File: src/rtl/shift_pkg.sv
`default_nettype none
// ============================================================================
// Module   : shift_pkg
// Purpose  : Shared encodings for the shift sequencer: operation codes,
//            controller state encoding and shifter core modes, plus the
//            legality decode for an operation code.
// Config   : SHIFT_SEQ_ROTATE_EN - when defined, ROR/ROL are legal ops.
// Revision : 1.0 - initial release
// ============================================================================
package shift_pkg;

    // Operation codes presented on op
    localparam logic [2:0] OP_SHR  = 3'b000;
    localparam logic [2:0] OP_SHRA = 3'b001;
    localparam logic [2:0] OP_SHL  = 3'b010;
    localparam logic [2:0] OP_ROR  = 3'b011;
    localparam logic [2:0] OP_ROL  = 3'b100;

    // Controller state encoding
    localparam logic [1:0] ST_IDLE  = 2'd0;
    localparam logic [1:0] ST_PASS1 = 2'd1;
    localparam logic [1:0] ST_PASS2 = 2'd2;
    localparam logic [1:0] ST_DONE  = 2'd3;

    // Shifter core modes
    localparam logic [1:0] MODE_RL = 2'd0;  // right, zero fill
    localparam logic [1:0] MODE_RA = 2'd1;  // right, sign fill
    localparam logic [1:0] MODE_SL = 2'd2;  // left, zero fill

    // Rotates are only legal when the two-pass rotate path is built.
    function automatic logic op_legal(input logic [2:0] op);
`ifdef SHIFT_SEQ_ROTATE_EN
        return (op <= OP_ROL);
`else
        return (op <= OP_SHL);
`endif
    endfunction

endpackage
`default_nettype wire

File: src/rtl/shift_core.sv
`default_nettype none
// ============================================================================
// Module   : shift_core
// Purpose  : Combinational 5-stage logarithmic barrel shifter, 32 bits.
//            Stage k shifts by 2**k when amt[k] is set.
// Ports    : data    in  32  value to shift
//            amt     in  5   shift amount
//            mode    in  2   MODE_RL / MODE_RA / MODE_SL
//            shifted out 32  shifted value
// Revision : 1.0 - initial release
// ============================================================================
module shift_core
    import shift_pkg::*;
(
    input  logic [31:0] data,
    input  logic [4:0]  amt,
    input  logic [1:0]  mode,
    output logic [31:0] shifted
);

    logic [5:0][31:0] w_stage;
    logic             w_fill;
    logic             w_left;

    // Arithmetic right shifts fill every stage with the original sign bit.
    assign w_fill     = (mode == MODE_RA) & data[31];
    assign w_left     = (mode == MODE_SL);
    assign w_stage[0] = data;

    for (genvar k = 0; k < 5; k++) begin : g_stage
        localparam int SH = 1 << k;
        logic [31:0] w_right_val;
        logic [31:0] w_left_val;

        assign w_right_val = {{SH{w_fill}}, w_stage[k][31:SH]};
        assign w_left_val  = {w_stage[k][31-SH:0], {SH{1'b0}}};

        assign w_stage[k+1] = !amt[k] ? w_stage[k]  :
                              w_left  ? w_left_val  : w_right_val;
    end

    assign shifted = w_stage[5];

endmodule
`default_nettype wire

File: src/rtl/shift_sequencer.sv
`default_nettype none
// ============================================================================
// Module   : shift_sequencer
// Purpose  : Sequences one shared shift_core to execute SHR, SHRA, SHL (one
//            pass) and ROR, ROL (two passes, OR-combined) behind a
//            valid/ready handshake; the result is held until accepted.
// Config   : SHIFT_SEQ_ROTATE_EN - builds the PASS2 state and the partial
//            register; without it ROR/ROL complete as illegal ops.
// Ports    : clock, reset        clock / synchronous active-high reset
//            in_valid, in_ready  request handshake
//            op[2:0], a[31:0], b[31:0]  operation, value, amount (b[4:0])
//            out_valid, out_ready       result handshake
//            result[31:0], illegal      completed value / illegal-op flag
//            busy                       controller not idle
// Revision : 1.0 - initial release
// ============================================================================
module shift_sequencer
    import shift_pkg::*;
#(
    parameter int WIDTH = 32
) (
    input  logic             clock,
    input  logic             reset,
    input  logic             in_valid,
    output logic             in_ready,
    input  logic [2:0]       op,
    input  logic [WIDTH-1:0] a,
    input  logic [WIDTH-1:0] b,
    output logic             out_valid,
    input  logic             out_ready,
    output logic [WIDTH-1:0] result,
    output logic             illegal,
    output logic             busy
);

    logic [1:0]  r_state;
    logic [2:0]  r_op;
    logic [31:0] r_a;
    logic [4:0]  r_n;
    logic [31:0] r_result;
    logic        r_illegal;
`ifdef SHIFT_SEQ_ROTATE_EN
    logic [31:0] r_p;
    logic        w_pass2;
`endif

    logic        w_accept;
    logic [4:0]  w_amt;
    logic [1:0]  w_mode;
    logic [31:0] w_shifted;
    logic        w_unused_b;

    assign w_unused_b = ^b[31:5];   // upper amount bits are ignored

    assign in_ready  = (r_state == ST_IDLE) || ((r_state == ST_DONE) && out_ready);
    assign w_accept  = in_valid && in_ready;
    assign out_valid = (r_state == ST_DONE);
    assign busy      = (r_state != ST_IDLE);
    assign result    = r_result;
    assign illegal   = r_illegal;

`ifdef SHIFT_SEQ_ROTATE_EN
    assign w_pass2 = (r_state == ST_PASS2);
`endif

    // Shifter control. Rotates shift one way by n, then the other way by
    // (32 - n) mod 32; n = 0 gives two zero-length shifts and result = a.
    always_comb begin
        w_amt  = r_n;
        w_mode = MODE_RL;
        case (r_op)
            OP_SHRA: w_mode = MODE_RA;
            OP_SHL:  w_mode = MODE_SL;
`ifdef SHIFT_SEQ_ROTATE_EN
            OP_ROR:  w_mode = w_pass2 ? MODE_SL : MODE_RL;
            OP_ROL:  w_mode = w_pass2 ? MODE_RL : MODE_SL;
`endif
            default: w_mode = MODE_RL;
        endcase
`ifdef SHIFT_SEQ_ROTATE_EN
        if (w_pass2) begin
            w_amt = 5'd0 - r_n;
        end
`endif
    end

    shift_core u_core (
        .data    (r_a),
        .amt     (w_amt),
        .mode    (w_mode),
        .shifted (w_shifted)
    );

    always_ff @(posedge clock) begin
        if (reset) begin
            r_state   <= ST_IDLE;
            r_op      <= OP_SHR;
            r_a       <= 32'h0;
            r_n       <= 5'd0;
            r_result  <= 32'h0;
            r_illegal <= 1'b0;
`ifdef SHIFT_SEQ_ROTATE_EN
            r_p       <= 32'h0;
`endif
        end else if (w_accept) begin
            // Accept from IDLE, or from DONE in the same cycle the result drains.
            r_op      <= op;
            r_a       <= a;
            r_n       <= b[4:0];
            r_illegal <= 1'b0;
            r_state   <= ST_PASS1;
        end else begin
            case (r_state)
                ST_IDLE: r_state <= ST_IDLE;
                ST_PASS1: begin
                    if (!op_legal(r_op)) begin
                        r_result  <= r_a;
                        r_illegal <= 1'b1;
                        r_state   <= ST_DONE;
                    end
`ifdef SHIFT_SEQ_ROTATE_EN
                    else if ((r_op == OP_ROR) || (r_op == OP_ROL)) begin
                        r_p     <= w_shifted;
                        r_state <= ST_PASS2;
                    end
`endif
                    else begin
                        r_result <= w_shifted;
                        r_state  <= ST_DONE;
                    end
                end
`ifdef SHIFT_SEQ_ROTATE_EN
                ST_PASS2: begin
                    r_result <= r_p | w_shifted;
                    r_state  <= ST_DONE;
                end
`endif
                ST_DONE: begin
                    if (out_ready) begin
                        r_state <= ST_IDLE;
                    end
                end
                default: r_state <= ST_IDLE;
            endcase
        end
    end

endmodule
`default_nettype wire

File: config.mk
export PLATFORM = sky130hd
export DESIGN_NAME = shift_sequencer
export DESIGN_NICKNAME = d
export VERILOG_FILES = /design/src/rtl/shift_pkg.sv /design/src/rtl/shift_core.sv /design/src/rtl/shift_sequencer.sv
export SDC_FILE = /design/constraint.sdc
export NUM_CORES = 1
export LEC_CHECK = 0
export BUFFER_PORTS_ARGS = -buffer_cell sky130_fd_sc_hd__clkbuf_2
export CAP_MARGIN = 10
export CELL_PAD_IN_SITES_DETAIL_PLACEMENT = 1
export CELL_PAD_IN_SITES_GLOBAL_PLACEMENT = 2
export CORE_ASPECT_RATIO = 1.1
export CORE_MARGIN = 4
export CORE_UTILIZATION = 35
export DETAILED_ROUTE_END_ITERATION = 8
export PLACE_DENSITY_LB_ADDON = 0.05
export SYNTH_ARGS = -nofsm -noshare
export SYNTH_HDL_FRONTEND = slang
export SYNTH_SLANG_ARGS = --single-unit
File: constraint.sdc
create_clock -name clock -period 7.9 [get_ports clock]
set_clock_uncertainty 0.1 [all_clocks]
set_input_delay 1.58 -clock clock [delete_from_list [all_inputs] [get_ports clock]]
set_output_delay 1.58 -clock clock [all_outputs]
set_load 0.01 [all_outputs]
-- Yosys cells after proc, flatten, opt, wreduce, memory -nomap -nowiden
Cells that the tools add are included.
- flip-flop bits (word level): 75
- output and inout port bits: 36
- word-level logic and storage cells: 42
- input port bits: 71
- multiplexer cells: 15
- reductions and logical operators: 8
- bitwise gates (word level): 3
- magnitude comparators: 1
- eq/ne operators: 8
- operators with widths (operator ; count):
    $mux 32 ; 11
    $pmux 2 s2 ; 2
    $eq 2x1->1 const B ; 2
    $eq 2x2->1 const B ; 2
    $reduce_and 2->1 ; 2
    $eq 3x1->1 const B ; 1
    $eq 3x2->1 const B ; 1
    $le 3x2->1 const B ; 1
    $ne 3x1->1 const B ; 1
    $logic_and 1x1->1 ; 2
    $logic_not 2->1 ; 1
    $mux 2 ; 1
    $ne 2x1->1 const B ; 1
    $not 1->1 ; 2
    $reduce_bool 2->1 ; 1
    $reduce_or 2->1 ; 1
    $and 1x1->1 ; 1
    $logic_or 1x1->1 ; 1
    $mux 1 ; 1

-- Logic depth before layout (Yosys ltp)
- depth after elaboration: 15
- gate-level depth with buffers: 12
- gate-level depth less buffers: 7

-- Modules after synthesis
From an unflattened synthesis, not the netlist that was laid out.
- cells, all modules: 1076
- area, all modules: 8194.1 um2
- by module, submodules not included (module ; cells each ; instances ; area each (um2) ; seq. area each (um2)):
    shift_core ; 706 ; 1 ; 4684.5 ; 0.0
    shift_sequencer ; 370 ; 1 ; 3509.6 ; 1501.4

-- Least setup slack after synthesis
Ideal clock, no wire load.
- path type: in2out
- start point: in out_ready
- end point: out in_ready
- arrival time: 1.770 ns
- path buffers: 0
- required time: 6.220 ns
- path slack: 4.450 ns
- cell stages on the path: 2
- cells stage by stage: nand3_1 nand2_1
- word-level cells in the longest chain between the ends: 2
- RTL lines (what ; RTL line ; source):
    start, declared ; shift_sequencer.sv:30 ; input logic out_ready,
    $logic_and 1x1->1 ; shift_sequencer.sv:55 ; assign in_ready = (r_state == ST_IDLE) || ((r_state == ST_DONE) && out_ready);
    $logic_or 1x1->1 ; shift_sequencer.sv:55 ;
    end, declared ; shift_sequencer.sv:25 ; output logic in_ready,
No other way between the ends.

-- Worst setup path after layout
- start point: reg r_op[0]
- end point: reg r_result[25] (netlist: result[25])
- word-level cells in the longest chain between the ends: 14
- elaborated cells on any way between the ends: 18
- classes of those cells: order compare (1); eq/ne (4); mux (12); bitwise (1)
- RTL lines (what ; RTL line ; source):
    start, declared ; shift_sequencer.sv:37 ; logic [2:0] r_op;
    start signal, assigned ; shift_sequencer.sv:107 ; r_op <= op;
    $eq 3x2->1 / $eq 3x1->1 (equally long branches) ; shift_sequencer.sv:71 ; case (r_op)
    $pmux 2 s2 ; shift_sequencer.sv:71 ;
    $eq 2x2->1 ; shift_core.sv:27 ; assign w_left = (mode == MODE_SL);
    $mux 32 ; shift_core.sv:39 ; w_left ? w_left_val : w_right_val;
    $mux 32 ; shift_core.sv:38 ; assign w_stage[k+1] = !amt[k] ? w_stage[k] :
    $mux 32 ; shift_core.sv:39 ;
    $mux 32 ; shift_core.sv:38 ;
    $mux 32 ; shift_core.sv:39 ;
    $mux 32 ; shift_core.sv:38 ;
    $mux 32 ; shift_core.sv:39 ;
    $mux 32 ; shift_core.sv:38 ;
    $mux 32 ; shift_core.sv:39 ;
    $mux 32 ; shift_core.sv:38 ;
    $mux 32 (*) ; shift_sequencer.sv:116 ; if (!op_legal(r_op)) begin
    end signal, assigned ; shift_sequencer.sv:117 ; r_result <= r_a;
    end signal, assigned ; shift_sequencer.sv:128 ; r_result <= w_shifted;
    end, declared ; shift_sequencer.sv:40 ; logic [31:0] r_result;
Every way passes the cells marked *; elsewhere a longest branch is shown, timed or not.
A chain may end at the register's enable or synchronous reset.

==> impl_metrics.json <==
{
  "area_growth_pct": 10.18,
  "drtAntennaViolNets": 0,
  "synth_most_common_cell": "nand2_1",
  "synth_largest_area_cell": "dfxtp_1",
  "clock_sinks": 75,
  "syn_avg_cell_area_sq_um": 6.990,
  "maxCapViolCount": 0,
  "finalSetupTns_ns": 0,
  "rsz0062_at_grt": "no",
  "cts_tree": "built",
  "worstRegToRegCells": 9,
  "crit_arrival_ns": 4.33,
  "r2r-start": "r_op[0]",
  "fin_nets": 1116,
  "min_path_cells": 2,
  "report.final.hold_viol_count": 0,
  "worstSetupStartpoint": "r_op[0]",
  "powerDensity_mw_per_mm2": 180.5,
  "ys_top_cells_by_area": "dfxtp_1, nand2_1, a21oi_1, mux2i_1, clkbuf_1",
  "die_h_um": 160.6,
  "grt_max_degree": 67,
  "leakage_nw": 2.842,
  "ctsResizeCount": 0,
  "ys_warn_count": 0,
  "cts_root_buffer": "clkbuf_16",
  "synth_ff_type": "dfxtp_1",
  "setup.worst_path.start_class": "flop",
  "antenna-diode-count": 0,
  "ir_drop_mv": 0.1041,
  "coreArea_sq_mm": 0.02071,
  "critPathRequiredTime_ns": 8.09,
  "viasPerCell": 6.632,
  "rows": 55,
  "port_buffers": 79,
  "critPathMaxFanout": 66,
  "final.min_clock_period_ns": 4.135,
  "grt_use_total": 0.3185,
  "htree_levels": 3,
  "cp-end-kind": "flop",
  "die_x_um": 146.7,
  "grt-ovfl-total": 0,
  "clkLatencyLatePin_ns": 0.36,
  "holdPathEnd": "result[25]",
  "vias": 8854,
  "cts_buffer_depth": 2,
  "pin_count": 107,
  "drtIter0Drc": 1060,
  "r2r_slack_ns": 3.76,
  "cts_hold_buf": 0,
  "r2r-end": "result[25]",
  "hpwl_mm": 26.80,
  "postCtsSetupBuffers": 0,
  "wl_per_cell_um": 28.67,
  "synth_edf_count": 0,
  "synth_seq_cells": 75,
  "syn_nets": 1131,
  "grt_pass1_vias": 8439,
  "min-delay-start": "result[25]",
  "finalSetupViolCount": 0,
  "tightest_slew_ns": 1.232,
  "yosysUniqueCellTypes": 85,
  "globalplace.congestion": 0.9609,
  "relSlewSlack": 0.1759,
  "first_pass_iters": 5,
  "outcome": "complete, no violations",
  "synthCells": 1060,
  "netlist_top_cells_count": "nand2_1, a21oi_1, clkbuf_1, nor2_1, dfxtp_1",
  "grt_first_pass_wirelength_mm": 57.42,
  "die-area_sq_mm": 0.02356,
  "start_util": 0.3577,
  "synthArstFlopShare": 0,
  "clock.fmax_mhz": 241.8,
  "criticalPathCategory": "reg -> reg",
  "period_share": 0.5235,
  "layout-drive-gt1-share": 0.1571,
  "cts_buffers": 9,
  "wirelength_mm": 38.27,
  "clk_pin_slew_worst_paths_ns": 0.08,
  "yosysSeqAreaShare": 0.2026,
  "syn-cell-area_sq_mm": 0.007410,
  "totalPowerFinal_mw": 1.474,
  "antenna_found_initial": 0,
  "maxSlewViolCount": 0,
  "drc": 0,
  "synth_top_cell_area_share": 0.2026,
  "hold_class": "reg -> reg"
}
metrics by stage:
stage | utilization | std cells | setup WS, ns | area, sq um | hold WS, ns
floorplan | - | 1060 | 4.450 | 7410 | 0.3754
global placement | 0.3770 | 1319 | 3.916 | 7809 | 0.3601
detailed placement | 0.3770 | 1319 | 3.951 | 7809 | 0.3669
CTS | 0.3941 | 1335 | 3.939 | 8164 | 0.3780
global route | 0.3941 | 1335 | 3.789 | 8164 | 0.4117
finish | 0.3941 | 1335 | 3.765 | 8164 | 0.3800
per-layer routing:
layer  routed length (um)  GRT usage  up-vias  part of all wire
met4                 1572     0.1270        0             0.041
met2                16730     0.4779      419              0.44
met5                    0          0        -                 0
met3                 3128    0.06574       91             0.082
met1                16850     0.4462     4401              0.44
li1                     -          -     3943                 -
layout make-up:
class	instances	area, sq um
Fill cell	2675	12550
Multi-Input combinational cell	840	5320
Sequential cell	75	1508
Timing Repair Buffer	100	553.0
Tap cell	285	356.6
Clock buffer	9	225.2
Clock inverter	7	130.1
Inverter	19	71.32
sequential cells by signal, summed over array words and instances (netlist names):
signal,count
illegal,1
r_op,3
r_n,5
result,32
r_state,2
r_a,32
cell usage in the layout (no fill, tap or decap), types with 14 or more instances in the layout:
cell and instances:
nand2_1 163, a21oi_1 112, nor2_1 83, clkbuf_2 79, dfxtp_1 72, o21ai_0 53, a211oi_1 36, mux2i_1 34
nor3_1 30, o211ai_1 24, nand3_1 22, buf_4 21, a31oi_1 18, inv_1 17, o22ai_1 17, mux4_2 14
cell families (layout without fill, tap and decap cells):
kind of cell | count (synthesis) | in the layout | share of synthesized area
and+or+nand+nor | 381 | 381 | 0.2476
buffers and inverters | 145 | 135 | 0.08004
DFF | 75 | 75 | 0.2026
muxes | 54 | 54 | 0.09760
AOI/OAI and AO/OA | 405 | 405 | 0.3722
worst max-delay path: stages, from the launching register on:
cell,delay (ns)
dfxtp_1,0.31
buf_4,0.36
or3b_4,0.46
buf_4,0.70
nor3_1,0.09
o32ai_1,0.78
o221ai_1,0.21
a22oi_1,0.43
o221ai_1,0.33
a31oi_1,0.25
power by group:
group,internal (mW),switching [mW]
Sequential,0.405,0.0581
Clock,0.316,0.204
Combinational,0.161,0.330
worst max-delay path by stage:
stage	end	slack (ns)	depth (start not counted)
2_1_floorplan	in_ready	4.45	2
6_report	result[25]	3.76	9
4_1_cts	result[25]	3.94	9
5_1_grt	result[20]	3.79	8
3_5_place_dp	result[25]	3.95	9
3_3_place_gp	result[25]	3.92	9
Power figures use the tool's default switching activity.
